### src/rtl/palu_pkg.sv
// Shared constants for the PALU operand sequencer: FSM encoding, button indices, widths.
package palu_pkg;

  localparam int unsigned DATA_W  = 8;
  localparam int unsigned OP_W    = 2;
  localparam int unsigned NUM_BTN = 4;

  localparam int unsigned BTN_LOAD_A = 0;
  localparam int unsigned BTN_LOAD_B = 1;
  localparam int unsigned BTN_EXEC   = 2;
  localparam int unsigned BTN_CLEAR  = 3;

  typedef enum logic [1:0] {
    WAIT_A  = 2'b00,
    WAIT_B  = 2'b01,
    READY   = 2'b10,
    CAPTURE = 2'b11
  } state_e;

endpackage

### src/rtl/btn_debounce.sv
// One button: 2-flop synchronizer, stability counter, and a one-cycle pulse on
// each debounced rising edge.
module btn_debounce #(
  parameter int unsigned DEBOUNCE_CYCLES = 1_000_000,
  parameter int unsigned CNT_W           = 20
) (
  input  logic clk,
  input  logic rst,
  input  logic btn_raw,
  output logic btn_level,
  output logic btn_pulse
);

  logic             sync1_q;
  logic             sync2_q;
  logic [CNT_W-1:0] cnt_q;
  logic [CNT_W-1:0] cnt_d;
  logic             level_q;
  logic             level_d;
  logic             pulse_q;
  logic             pulse_d;

  // Counter only advances while the synchronized input disagrees with the level;
  // any agreement (a bounce back) restarts it from zero.
  always_comb begin
    cnt_d   = '0;
    level_d = level_q;
    pulse_d = 1'b0;
    if (sync2_q != level_q) begin
      if (cnt_q == CNT_W'(DEBOUNCE_CYCLES - 1)) begin
        level_d = sync2_q;
        pulse_d = sync2_q;
      end else begin
        cnt_d = cnt_q + CNT_W'(1);
      end
    end
  end

  always_ff @(posedge clk) begin
    if (rst) begin
      sync1_q <= 1'b0;
      sync2_q <= 1'b0;
      cnt_q   <= '0;
      level_q <= 1'b0;
      pulse_q <= 1'b0;
    end else begin
      sync1_q <= btn_raw;
      sync2_q <= sync1_q;
      cnt_q   <= cnt_d;
      level_q <= level_d;
      pulse_q <= pulse_d;
    end
  end

  assign btn_level = level_q;
  assign btn_pulse = pulse_q;

endmodule

### src/rtl/palu_operand_seq.sv
// Operand sequencer for the 8-bit programmable ALU: debounced buttons load A,
// then B/opcode, execute captures the ALU result into a register for the LEDs.
module palu_operand_seq
  import palu_pkg::*;
#(
  parameter int unsigned DEBOUNCE_CYCLES = 1_000_000,
  parameter int unsigned CNT_W           = 20
) (
  input  logic              clk,
  input  logic              rst,
  input  logic [DATA_W-1:0] sw_data,
  input  logic [OP_W-1:0]   op_sel_in,
  input  logic [NUM_BTN-1:0] btn,
  output logic [DATA_W-1:0] alu_a,
  output logic [DATA_W-1:0] alu_b,
  output logic [OP_W-1:0]   alu_s,
  input  logic [DATA_W-1:0] alu_f,
  input  logic              alu_ovf,
  output logic [DATA_W-1:0] result,
  output logic              result_ovf,
  output logic              result_valid,
  output logic [1:0]        state,
  output logic [7:0]        exec_count
);

  logic [NUM_BTN-1:0] pulse;
  logic [NUM_BTN-1:0] unused_btn_level;

  for (genvar i = 0; i < NUM_BTN; i++) begin : g_btn
    btn_debounce #(
      .DEBOUNCE_CYCLES (DEBOUNCE_CYCLES),
      .CNT_W           (CNT_W)
    ) u_btn_debounce (
      .clk       (clk),
      .rst       (rst),
      .btn_raw   (btn[i]),
      .btn_level (unused_btn_level[i]),
      .btn_pulse (pulse[i])
    );
  end

  state_e            state_q,        state_d;
  logic [DATA_W-1:0] alu_a_q,        alu_a_d;
  logic [DATA_W-1:0] alu_b_q,        alu_b_d;
  logic [OP_W-1:0]   alu_s_q,        alu_s_d;
  logic [DATA_W-1:0] result_q,       result_d;
  logic              result_ovf_q,   result_ovf_d;
  logic              result_valid_q, result_valid_d;
  logic [7:0]        exec_count_q,   exec_count_d;

  logic act_clear, act_exec, act_load_b, act_load_a;

  // Only the highest-priority pulse in a cycle is allowed to act.
  always_comb begin
    act_clear  = pulse[BTN_CLEAR];
    act_exec   = pulse[BTN_EXEC]   & ~pulse[BTN_CLEAR];
    act_load_b = pulse[BTN_LOAD_B] & ~pulse[BTN_EXEC] & ~pulse[BTN_CLEAR];
    act_load_a = pulse[BTN_LOAD_A] & ~pulse[BTN_LOAD_B] & ~pulse[BTN_EXEC]
               & ~pulse[BTN_CLEAR];
  end

  always_comb begin
    state_d        = state_q;
    alu_a_d        = alu_a_q;
    alu_b_d        = alu_b_q;
    alu_s_d        = alu_s_q;
    result_d       = result_q;
    result_ovf_d   = result_ovf_q;
    result_valid_d = result_valid_q;
    exec_count_d   = exec_count_q;

    if (act_clear) begin
      state_d        = WAIT_A;
      alu_a_d        = '0;
      alu_b_d        = '0;
      alu_s_d        = '0;
      result_d       = '0;
      result_ovf_d   = 1'b0;
      result_valid_d = 1'b0;
      exec_count_d   = '0;
    end else begin
      unique case (state_q)
        WAIT_A: begin
          if (act_load_a) begin
            alu_a_d = sw_data;
            state_d = WAIT_B;
          end
        end
        WAIT_B: begin
          if (act_load_b) begin
            alu_b_d = sw_data;
            alu_s_d = op_sel_in;
            state_d = READY;
          end else if (act_load_a) begin
            alu_a_d = sw_data;
          end
        end
        READY: begin
          if (act_exec) begin
            state_d = CAPTURE;
          end else if (act_load_b) begin
            alu_b_d = sw_data;
            alu_s_d = op_sel_in;
          end else if (act_load_a) begin
            alu_a_d = sw_data;
          end
        end
        CAPTURE: begin
          // Operands were frozen for a full cycle, so alu_f has settled.
          result_d       = alu_f;
          result_ovf_d   = alu_ovf;
          result_valid_d = 1'b1;
          exec_count_d   = exec_count_q + 8'd1;
          state_d        = READY;
        end
      endcase
    end
  end

  always_ff @(posedge clk) begin
    if (rst) begin
      state_q        <= WAIT_A;
      alu_a_q        <= '0;
      alu_b_q        <= '0;
      alu_s_q        <= '0;
      result_q       <= '0;
      result_ovf_q   <= 1'b0;
      result_valid_q <= 1'b0;
      exec_count_q   <= '0;
    end else begin
      state_q        <= state_d;
      alu_a_q        <= alu_a_d;
      alu_b_q        <= alu_b_d;
      alu_s_q        <= alu_s_d;
      result_q       <= result_d;
      result_ovf_q   <= result_ovf_d;
      result_valid_q <= result_valid_d;
      exec_count_q   <= exec_count_d;
    end
  end

  assign alu_a        = alu_a_q;
  assign alu_b        = alu_b_q;
  assign alu_s        = alu_s_q;
  assign result       = result_q;
  assign result_ovf   = result_ovf_q;
  assign result_valid = result_valid_q;
  assign state        = state_q;
  assign exec_count   = exec_count_q;

endmodule

### config.mk
export PLATFORM = sky130hd
export DESIGN_NAME = palu_operand_seq
export DESIGN_NICKNAME = d
export VERILOG_FILES = /design/src/rtl/palu_pkg.sv /design/src/rtl/btn_debounce.sv /design/src/rtl/palu_operand_seq.sv
export SDC_FILE = /design/constraint.sdc
export NUM_CORES = 1
export LEC_CHECK = 0
export CAP_MARGIN = 5
export CORE_MARGIN = 8
export CORE_UTILIZATION = 51
export CTS_CLUSTER_DIAMETER = 120
export DETAILED_ROUTE_END_ITERATION = 7
export PLACE_DENSITY = 0.76
export SLEW_MARGIN = 20
export SYNTH_ARGS = -nofsm -noshare
export SYNTH_HDL_FRONTEND = slang
export SYNTH_HIERARCHICAL = 1
export SYNTH_SLANG_ARGS = --single-unit
### constraint.sdc
create_clock -name clk -period 1.83 [get_ports clk]
set_input_delay 0.183 -clock clk [delete_from_list [all_inputs] [get_ports clk]]
set_output_delay 0.183 -clock clk [all_outputs]
set_load 0.005 [all_outputs]
* After elaboration in Yosys (flattened, before gate mapping)
Cells that the tools add are included.
Operators by class: reductions and logical operators 19, bitwise gates (word level) 17, eq/ne operators 15, add/subtract/negate cells 5, muxes and demuxes 14
Operator list (number):
- 20-bit by 1-bit adder with 20-bit output (second input constant) | 4
- 20-bit equality test (second input constant) | 4
- 8-bit two-way mux | 5
- 8-bit one-hot mux with 3 select lines | 1
- 3-bit OR reduction | 8
- 8-bit one-hot mux with 2 select lines | 1
- 2-bit AND reduction | 6
- 1-bit inverter | 11
- 2-bit two-way mux | 5
- 8-bit by 1-bit adder with 8-bit output (second input constant) | 1
- 2-bit != test (second input constant) | 4
- 2-bit one-hot mux with 4 select lines | 1
- 1-bit bitwise AND | 6
- 2-bit equality test (second input constant) | 2
- 1-bit != test | 4
- 2-bit one-hot mux with 2 select lines | 1
- 3-bit AND reduction | 1
- 3-bit nonzero test | 1
- 2-bit by 1-bit equality test with 1-bit output (second input constant) | 1
- 2-bit zero test | 1
- 2-bit nonzero test | 1
- 2-bit OR reduction | 1
Storage, ports and cells: bits in registers 134, bits of input ports 25, logic and storage cells 98, output and inout bits 38

* Depth between registers and ports, before layout
Gate-level depths: netlist of the first run.
depth after elaboration 8, gate-level depth with buffers 6, gate-level depth less buffers 5

* Modules after synthesis
The synthesis of the first run kept the hierarchy.
Modules (own cells, without submodules):
- btn_debounce | area an instance 1069.8 µm², cells an instance 122, instances 4, sequential area each 480.5 µm²
- palu_operand_seq | area an instance 1601.5 µm², cells an instance 175, instances 1, sequential area each 760.7 µm²

* Least setup slack after synthesis of the first run
No wires, ideal clock.
path kind register -> register, from register g_btn[0].u_btn_debounce.cnt_q[10], to register g_btn[0].u_btn_debounce.cnt_q[8], buffers on the path 1, arrival time 1.736 ns, slack -0.020 ns, stages on the path, launching flop included 6, required time 1.715 ns, library setup time 0.115 ns, period minus slack after synthesis 1.850 ns, cells stage by stage dfxtp_1 -> or4_1 -> or4_4 -> o21ai_4 -> buf_4 -> nor2_1
Between the ends: cells in the longest elaborated chain, start to end 2
Ends and longest elaborated chain:
- start: declaration | RTL line btn_debounce.sv:16 | logic [CNT_W-1:0] cnt_q;
- start signal: assignment | RTL line btn_debounce.sv:49 | cnt_q <= cnt_d;
- 20-bit equality test | RTL line btn_debounce.sv:30 | if (cnt_q == CNT_W'(DEBOUNCE_CYCLES - 1)) begin
- 3-bit OR reduction (no source line)
Every way passes these cells. A chain may end at the register's enable or synchronous reset.

* Final worst setup path of the first run
from register g_btn[3].u_btn_debounce.cnt_q[13], to register g_btn[3].u_btn_debounce.cnt_q[18]
Between the ends: cells in the longest elaborated chain, start to end 2, elaborated cells on any way between the ends 3, those cells by class add/sub: 1; eq/ne: 1; reduce/logical: 1
Ends and longest elaborated chain (RTL line):
- start: declaration | btn_debounce.sv:16
- start signal: assignment | btn_debounce.sv:49
- branches (longest 2 deep; another with 20-bit by 1-bit adder with 20-bit output)
Several ways; the timed one is not identified.

==> flow_results.xml, run 1 <==
<?xml version="1.0" encoding="UTF-8"?>
<metrics>
  <group name="floorplanning">
    <metric name="die_x" unit="um">123</metric>
    <metric name="pin_count" unit="">63</metric>
    <metric name="dieHeight" unit="um">123</metric>
    <metric name="std_cell_rows" unit="">39</metric>
    <metric name="dieArea" unit="um2">15200</metric>
    <metric name="start_util" unit="%">51.9</metric>
    <metric name="core-area" unit="um2">11300</metric>
  </group>
  <group name="setup_path">
    <metric name="slowest_delay" unit="ns">0.53</metric>
    <metric name="crit_arrival" unit="ns">2.10</metric>
    <metric name="cp_cell_sequence" unit="">or4_4, or4_4, o21ai_4, buf_12, a21oi_1</metric>
    <metric name="critical_path.endpoint_type" unit="">register</metric>
    <metric name="crit_top_cell" unit="">or4_4</metric>
    <metric name="critPathRequiredTime" unit="ns">2.12</metric>
    <metric name="timing_worst_setup_path_type" unit="">register to register</metric>
    <metric name="type_of_origin_of_the_critical_path" unit="">register</metric>
    <metric name="critical_path_peak_fanout" unit="">19</metric>
    <metric name="worst_path_max_delay_cell" unit="">or4_4</metric>
  </group>
  <group name="synthesis">
    <metric name="most_used_standard_cell_by_instance_count_after_synthesis" unit="">dfxtp_1</metric>
    <metric name="ys_top_cells_by_count" unit="">dfxtp_1, nor2_1, nand3_1</metric>
    <metric name="post_synth_main_area_contributors" unit="">dfxtp_1, nand3_1, nor2_1</metric>
    <metric name="synth_ff_type" unit="">dfxtp_1</metric>
    <metric name="postSynth.asyncResetShare" unit="%">0</metric>
    <metric name="synth_register_bits" unit="">134</metric>
    <metric name="synthDistinctLibCells" unit="">42</metric>
    <metric name="seq_area_frac_synth" unit="%">45.6</metric>
    <metric name="postSynthCellCount" unit="">663</metric>
    <metric name="synthesis.yosys.warnings" unit="">6</metric>
    <metric name="synth_top_cell_by_area" unit="">dfxtp_1</metric>
    <metric name="postSynthAreaPerCell" unit="um2">8.87</metric>
    <metric name="post_synth_edffs" unit="">0</metric>
    <metric name="yosys.area.top_type_share" unit="%">45.6</metric>
    <metric name="post_syn_nets" unit="">698</metric>
    <metric name="post_synth_instance_area" unit="um2">5880</metric>
  </group>
  <group name="clock_network">
    <metric name="htree_num_levels" unit="">4</metric>
    <metric name="holdBufCountCts" unit="">0</metric>
    <metric name="tritoncts.num_buffers" unit="">17</metric>
    <metric name="cts_tree" unit="">yes</metric>
    <metric name="worst_setup_hold_path_clk_slew" unit="ns">0.05</metric>
    <metric name="cts_num_sinks" unit="">134</metric>
    <metric name="worst_skew_pair.late_latency" unit="ns">0.42</metric>
    <metric name="cts-root-buf" unit="">clkbuf_16</metric>
    <metric name="clk_path_buf_depth" unit="">2</metric>
  </group>
  <group name="final_layout">
    <metric name="final_nets" unit="">815</metric>
    <metric name="stdcell_count" unit="">936</metric>
    <metric name="drive_above_1_share" unit="%">16.5</metric>
    <metric name="antenna_cells" unit="">0</metric>
    <metric name="finalInstanceArea" unit="um2">7690</metric>
    <metric name="final_util" unit="%">67.9</metric>
    <metric name="syn2layout_area_growth" unit="%">30.7</metric>
  </group>
  <group name="sta">
    <metric name="final-max-slew-violation-count" unit="">0</metric>
    <metric name="report.final.hold_viol_count" unit="">0</metric>
    <metric name="timing.fmax" unit="MHz">552</metric>
    <metric name="hold-worst-slack" unit="ns">0.323</metric>
    <metric name="unrepaired_setup_endpoints_after_global_routing" unit="">true</metric>
    <metric name="post-route-period-util" unit="%">99.0</metric>
    <metric name="finalWorstPathRequiredPeriod" unit="ns">1.81</metric>
    <metric name="max_slew_margin" unit="%">55.0</metric>
    <metric name="setup_slack" unit="ns">0.0179</metric>
    <metric name="setup-tns-final" unit="ns">0</metric>
    <metric name="fin_skew" unit="ns">0.00477</metric>
    <metric name="max_slew.worst_pin.slew" unit="ns">0.671</metric>
    <metric name="timing.final.setup_violations" unit="">0</metric>
  </group>
  <group name="placed_design">
    <metric name="place.port_buffers" unit="">62</metric>
    <metric name="preCtsSetupSlack" unit="ns">-0.0965</metric>
    <metric name="post_dp_cell_area" unit="um2">7010</metric>
    <metric name="placedCellCount" unit="">902</metric>
    <metric name="place_hpwl" unit="um">9800</metric>
    <metric name="gp_congestion" unit="">0.899</metric>
  </group>
  <group name="power">
    <metric name="p_switching" unit="mW">1.51</metric>
    <metric name="p_leak" unit="nW">2.51</metric>
    <metric name="power" unit="mW">6.92</metric>
    <metric name="p_int" unit="mW">5.40</metric>
    <metric name="power.density" unit="nW/um2">900</metric>
    <metric name="power_frac_comb" unit="%">7.7</metric>
    <metric name="share_of_total_power_consumed_by_net_switching" unit="%">21.9</metric>
    <metric name="power_frac_seq" unit="%">43.4</metric>
    <metric name="vdd_drop_max" unit="V">0.000855</metric>
    <metric name="power.clock.fraction" unit="%">48.9</metric>
  </group>
  <group name="routing">
    <metric name="remaining_drc_errors" unit="">0</metric>
    <metric name="first_iter_violations" unit="">363</metric>
    <metric name="route.detailed.vias_per_inst" unit="">5.69</metric>
    <metric name="wl_per_cell" unit="um">14.8</metric>
    <metric name="drtAntennaViolNets" unit="">0</metric>
    <metric name="vias" unit="">5329</metric>
    <metric name="detail_route.first_pass.iterations" unit="">5</metric>
    <metric name="route.final.wire_length" unit="um">13900</metric>
  </group>
  <group name="grt">
    <metric name="wire_length_of_the_first_global_routing_pass" unit="um">23100</metric>
    <metric name="grt_pass1_vias" unit="">5165</metric>
    <metric name="globalRouteOverflowTotal" unit="">0</metric>
    <metric name="grt.total_usage" unit="%">18.6</metric>
    <metric name="largest_net_degree_at_the_start_of_global_routing" unit="">37</metric>
    <metric name="antenna_found_initial" unit="">0</metric>
  </group>
  <group name="run_status">
    <metric name="run_status" unit="">finished clean</metric>
  </group>
  <group name="hold_path">
    <metric name="hold_class" unit="">input pin to register</metric>
  </group>
  <group name="job">
    <metric name="maxCapViolations" unit="">0</metric>
  </group>
</metrics>
## metal layers
layer	global-route usage, %	part of all wire [%]	vias up	routed length, um
li1	-	-	2632	-
met1	21.8	43	2536	6030
met2	31.1	49	137	6740
met3	4.75	5.8	24	808
met4	9.33	2.3	0	313
met5	0	0	-	0
## path summary, 6_finish.rpt
check                                               start                                            to  slack (ns)  cells past startpoint
min reg2reg    g_btn[2].u_btn_debounce/sync1_q$_SDFF_PP0_    g_btn[2].u_btn_debounce/sync2_q$_SDFF_PP0_        0.44                      1
min                                                btn[1]    g_btn[1].u_btn_debounce/sync1_q$_SDFF_PP0_        0.32                      2
max reg2reg  g_btn[3].u_btn_debounce/cnt_q[13]$_SDFF_PP0_  g_btn[3].u_btn_debounce/cnt_q[18]$_SDFF_PP0_        0.02                      5
max          g_btn[3].u_btn_debounce/cnt_q[13]$_SDFF_PP0_  g_btn[3].u_btn_debounce/cnt_q[18]$_SDFF_PP0_        0.02                      5
## registers in the layout, summed over array words and instances, names as in the netlist
name / flops
g_btn.u_btn_debounce/cnt_q: 80
alu_a: 8
alu_b: 8
exec_count: 8
result: 8
g_btn.u_btn_debounce/btn_level: 4
g_btn.u_btn_debounce/btn_pulse: 4
g_btn.u_btn_debounce/sync1_q: 4
g_btn.u_btn_debounce/sync2_q: 4
alu_s: 2
state: 2
result_ovf: 1
result_valid: 1
## repair_timing
action	in CTS	in global routing
endpoints found under the hold margin	0	0
setup buffers	0	1
pin swaps	1	1
endpoints found under the setup margin	7	77
cloned	0	1
gates resized for setup	5	23
## placed cells by master (no fill, tap or decap), types with 26 or more instances in the layout
cell type	synthesis	routed
a21oi_1	54	54
nand3_1	68	68
dfxtp_1	134	122
clkdlybuf4s50_1	0	62
nor2_1	85	84
o21ai_0	40	40
buf_4	4	48
xnor2_1	33	33
nand2_1	27	27
or3_1	26	26
## power by group through the flow
stage	combinational (mW)	sequential, mW	clock, mW
finish	0.533	3.00	3.38
floorplan	0.275	3.06	0
global placement	0.502	3.06	0
global route	0.572	3.00	3.58
detailed placement	0.521	3.06	0
CTS	0.528	3.00	3.44
## worst max-delay path: cells and delay by family, from the launching register on
family                 cells  cell delay, ns
flip-flops                 1            0.33
AND/OR/NAND/NOR            2            0.97
buffers and inverters      1            0.16
AO/OA/AOI/OAI              2            0.22
## cell type report
| type | instances | area (um2) |
|---|---|---|
| fillers | 897 | 3630 |
| flip-flops and latches | 134 | 2700 |
| multi-input cells | 494 | 3070 |
| clock buffers | 21 | 460 |
| clock inverters | 11 | 130 |
| well taps | 143 | 179 |
| inverters | 16 | 60.1 |
| repair buffers | 117 | 1090 |
## kinds of logic (layout without fill, tap and decap cells)
logic type,Yosys count,in the layout,synth area share (%)
simple gates,307,307,28.4
flops,134,134,45.6
compound gates,115,115,11.6
xor+xnor,52,52,7.74
buf+inv,35,165,2.81
fa+ha+maj,10,10,2.13
mux,10,10,1.70
No activity file was read; power rests on OpenSTA's default activity.
==> run 2: changes to the inputs <==
CORE_MARGIN = 1.5   (was 8)
GPL_TIMING_DRIVEN = 1   (was unset)
clock period = 1.6 ns   (was 1.83 ns; I/O delays follow)
==> run 2 against run 1 <==
Compared with the run above:
- the flow now finishes with violations (setup timing)
- critical path depth is the same
- first-iteration DRC count shrank 18%
- fmax shrank 0.69%
- non-clock buffer count grew 56
- die area shrank 20%
- hold slack lost 0.034 ns
- via count grew 3.8%
- sequential share of layout area shrank 2.3 points
==> flow_results.xml, run 2 (same netlist as run 1, synthesis figures left out) <==
<?xml version="1.0" encoding="UTF-8"?>
<metrics>
  <group name="run_status">
    <metric name="run_status" unit="">finished, violations left</metric>
    <metric name="violated_checks" unit="">setup timing</metric>
  </group>
  <group name="final_layout">
    <metric name="registers.top_by_ff_count" unit="">g_btn.u_btn_debounce/cnt_q</metric>
    <metric name="final_nets" unit="">871</metric>
    <metric name="multi_input_area" unit="um2">3150</metric>
    <metric name="drive_above_1_share" unit="%">24.6</metric>
    <metric name="antenna_cells" unit="">0</metric>
    <metric name="stdcell_count" unit="">992</metric>
    <metric name="most_frequent_standard_cell_in_the_layout_excluding_fill_and_tap_cells" unit="">dfxtp_1</metric>
    <metric name="fill_cell_instance_count_of_the_final_layout" unit="">827</metric>
    <metric name="largest_register_ff_count" unit="">80</metric>
    <metric name="flip_flop_and_latch_area" unit="um2">2700</metric>
    <metric name="final_util" unit="%">72.7</metric>
    <metric name="leading_cell_types_in_the_layout_fill_and_taps_excluded" unit="">dfxtp_1, buf_4, nor2_1</metric>
    <metric name="syn2layout_area_growth" unit="%">39.9</metric>
  </group>
  <group name="routing">
    <metric name="remaining_drc_errors" unit="">0</metric>
    <metric name="route.detailed.vias_per_inst" unit="">5.58</metric>
    <metric name="route.final.wire_length" unit="um">14300</metric>
    <metric name="wl_per_cell" unit="um">14.4</metric>
    <metric name="drtAntennaViolNets" unit="">0</metric>
    <metric name="detail_route.first_pass.iterations" unit="">5</metric>
    <metric name="first_iter_violations" unit="">296</metric>
    <metric name="vias" unit="">5534</metric>
  </group>
  <group name="floorplanning">
    <metric name="dieHeight" unit="um">110</metric>
    <metric name="std_cell_rows" unit="">39</metric>
    <metric name="die_x" unit="um">110</metric>
    <metric name="start_util" unit="%">51.9</metric>
    <metric name="core-area" unit="um2">11300</metric>
    <metric name="pin_count" unit="">63</metric>
    <metric name="dieArea" unit="um2">12200</metric>
  </group>
  <group name="clock_network">
    <metric name="cts_tree" unit="">yes</metric>
    <metric name="clk_path_buf_depth" unit="">2</metric>
    <metric name="worst_setup_hold_path_clk_slew" unit="ns">0.05</metric>
    <metric name="holdBufCountCts" unit="">0</metric>
    <metric name="htree_num_levels" unit="">4</metric>
    <metric name="worst_skew_pair.late_latency" unit="ns">0.42</metric>
    <metric name="cts_num_sinks" unit="">134</metric>
    <metric name="tritoncts.num_buffers" unit="">17</metric>
    <metric name="cts-root-buf" unit="">clkbuf_16</metric>
  </group>
  <group name="power">
    <metric name="p_leak" unit="nW">2.83</metric>
    <metric name="power.density" unit="nW/um2">979</metric>
    <metric name="vdd_drop_max" unit="V">0.000978</metric>
  </group>
  <group name="setup_path">
    <metric name="critPathRequiredTime" unit="ns">1.90</metric>
    <metric name="critical_path.endpoint_type" unit="">register</metric>
    <metric name="crit-reg2reg-launch" unit="">g_btn[1].u_btn_debounce/cnt_q[13]$_SDFF_PP0_</metric>
    <metric name="crit_top_cell" unit="">or4_4</metric>
    <metric name="crit_arrival" unit="ns">2.13</metric>
    <metric name="cp_cell_sequence" unit="">or4_4, or4_4, o21ai_4, buf_12, a21oi_1</metric>
    <metric name="worst_path_max_delay_cell" unit="">or4_4</metric>
    <metric name="timing.reg2reg.worst_path_depth" unit="">5</metric>
    <metric name="timing_worst_setup_path_type" unit="">register to register</metric>
    <metric name="critical_path.startpoint" unit="">g_btn[1].u_btn_debounce/cnt_q[13]$_SDFF_PP0_</metric>
    <metric name="type_of_origin_of_the_critical_path" unit="">register</metric>
    <metric name="critical_path_peak_fanout" unit="">14</metric>
    <metric name="slowest_delay" unit="ns">0.53</metric>
  </group>
  <group name="grt">
    <metric name="grt_pass1_vias" unit="">5281</metric>
    <metric name="grt.total_usage" unit="%">24.5</metric>
    <metric name="antenna_found_initial" unit="">0</metric>
    <metric name="wire_length_of_the_first_global_routing_pass" unit="um">23400</metric>
    <metric name="largest_net_degree_at_the_start_of_global_routing" unit="">37</metric>
    <metric name="globalRouteOverflowTotal" unit="">0</metric>
  </group>
  <group name="sta">
    <metric name="final-max-slew-violation-count" unit="">0</metric>
    <metric name="fin_skew" unit="ns">0.00559</metric>
    <metric name="unrepaired_setup_endpoints_after_global_routing" unit="">true</metric>
    <metric name="post-route-period-util" unit="%">114</metric>
    <metric name="report.final.hold_viol_count" unit="">0</metric>
    <metric name="max_slew.worst_pin.slew" unit="ns">0.484</metric>
    <metric name="setup-tns-final" unit="ns">-14.95</metric>
    <metric name="hold-worst-slack" unit="ns">0.289</metric>
    <metric name="timing.fmax" unit="MHz">548</metric>
    <metric name="max_slew_margin" unit="%">67.5</metric>
    <metric name="finalWorstPathRequiredPeriod" unit="ns">1.82</metric>
    <metric name="setup_slack" unit="ns">-0.225</metric>
    <metric name="timing.final.setup_violations" unit="">80</metric>
  </group>
  <group name="hold_path">
    <metric name="hold_start" unit="">btn[1]</metric>
    <metric name="hold_class" unit="">input pin to register</metric>
    <metric name="holdPathStages" unit="">2</metric>
  </group>
  <group name="placed_design">
    <metric name="place_hpwl" unit="um">9990</metric>
    <metric name="gp_congestion" unit="">0.862</metric>
    <metric name="place.port_buffers" unit="">62</metric>
    <metric name="preCtsSetupSlack" unit="ns">-0.241</metric>
    <metric name="placedCellCount" unit="">959</metric>
  </group>
  <group name="job">
    <metric name="maxCapViolations" unit="">0</metric>
  </group>
</metrics>
-- run 2: changes by cell type in the layout (fill, tap and decap cells not counted), moves of 2 or more --
cell        delta
clkbuf_8       +5
nor4b_2        +4
nor4b_1        -4
o21ai_2        +3
buf_4         +56
nor2_2         +9
dfxtp_1        -2
buf_12         +2
clkinvlp_4     +2
buf_6          -2
o21ai_0        -4
clkinv_2       -5
nor2_1         -9
dfxtp_2        +2
-- run 2: layout make-up --
class | instances | share of cell area [%]
Clock buffer | 25 | 6.39
Clock inverter | 7 | 1.09
Inverter | 16 | 0.730
Multi-Input combinational cell | 494 | 38.3
Sequential cell | 134 | 32.8
Tap cell | 143 | 2.17
Timing Repair Buffer | 173 | 18.5
-- run 2: where the power goes --
group	switching [mW]	leakage (nW)	internal, mW	total (mW)
combinational	0.332	1.44	0.313	0.644
clock	1.40	0.301	2.57	3.97
sequential	0.0462	1.09	3.39	3.44
-- run 2: final timing paths --
check | to | slack [ns]
setup reg to reg | g_btn[1].u_btn_debounce/cnt_q[16]$_SDFF_PP0_ | -0.22
hold reg to reg | g_btn[1].u_btn_debounce/sync2_q$_SDFF_PP0_ | 0.43
setup / recovery | g_btn[1].u_btn_debounce/cnt_q[16]$_SDFF_PP0_ | -0.22
hold / removal | g_btn[1].u_btn_debounce/sync1_q$_SDFF_PP0_ | 0.29
-- run 2: worst max-delay path, delay by kind of cell, from the launching register on --
kind,cells,cell delay [ns]
compound gates,2,0.24
simple gates,2,0.99
buf+inv,1,0.16
flops,1,0.32
-- run 2: through the flow --
stage / instance area (um2) / total power, mW
final: 8230 / 8.06
after global routing: 8230 / 8.33
after CTS: 8150 / 8.09
after detailed placement: 7480 / 4.11
after global placement: 7480 / 4.09
after floorplan: 5910 / 3.82
-- run 2: timing repair --
action | CTS | global route
hold endpoints to repair | 0 | 0
pin swaps | 1 | 3
setup buffers | 1 | 0
setup endpoints to repair | 82 | 98
resized for setup | 15 | 26
-- run 2: routing by layer --
metal  GRT usage (%)  part of all wire, %  vias to the layer above
met5               0                    0                        -
met4            8.24                  1.4                        0
met3            7.47                  5.0                       19
met2            42.9                   50                      141
met1            28.4                   43                     2626
li1                -                    -                     2748
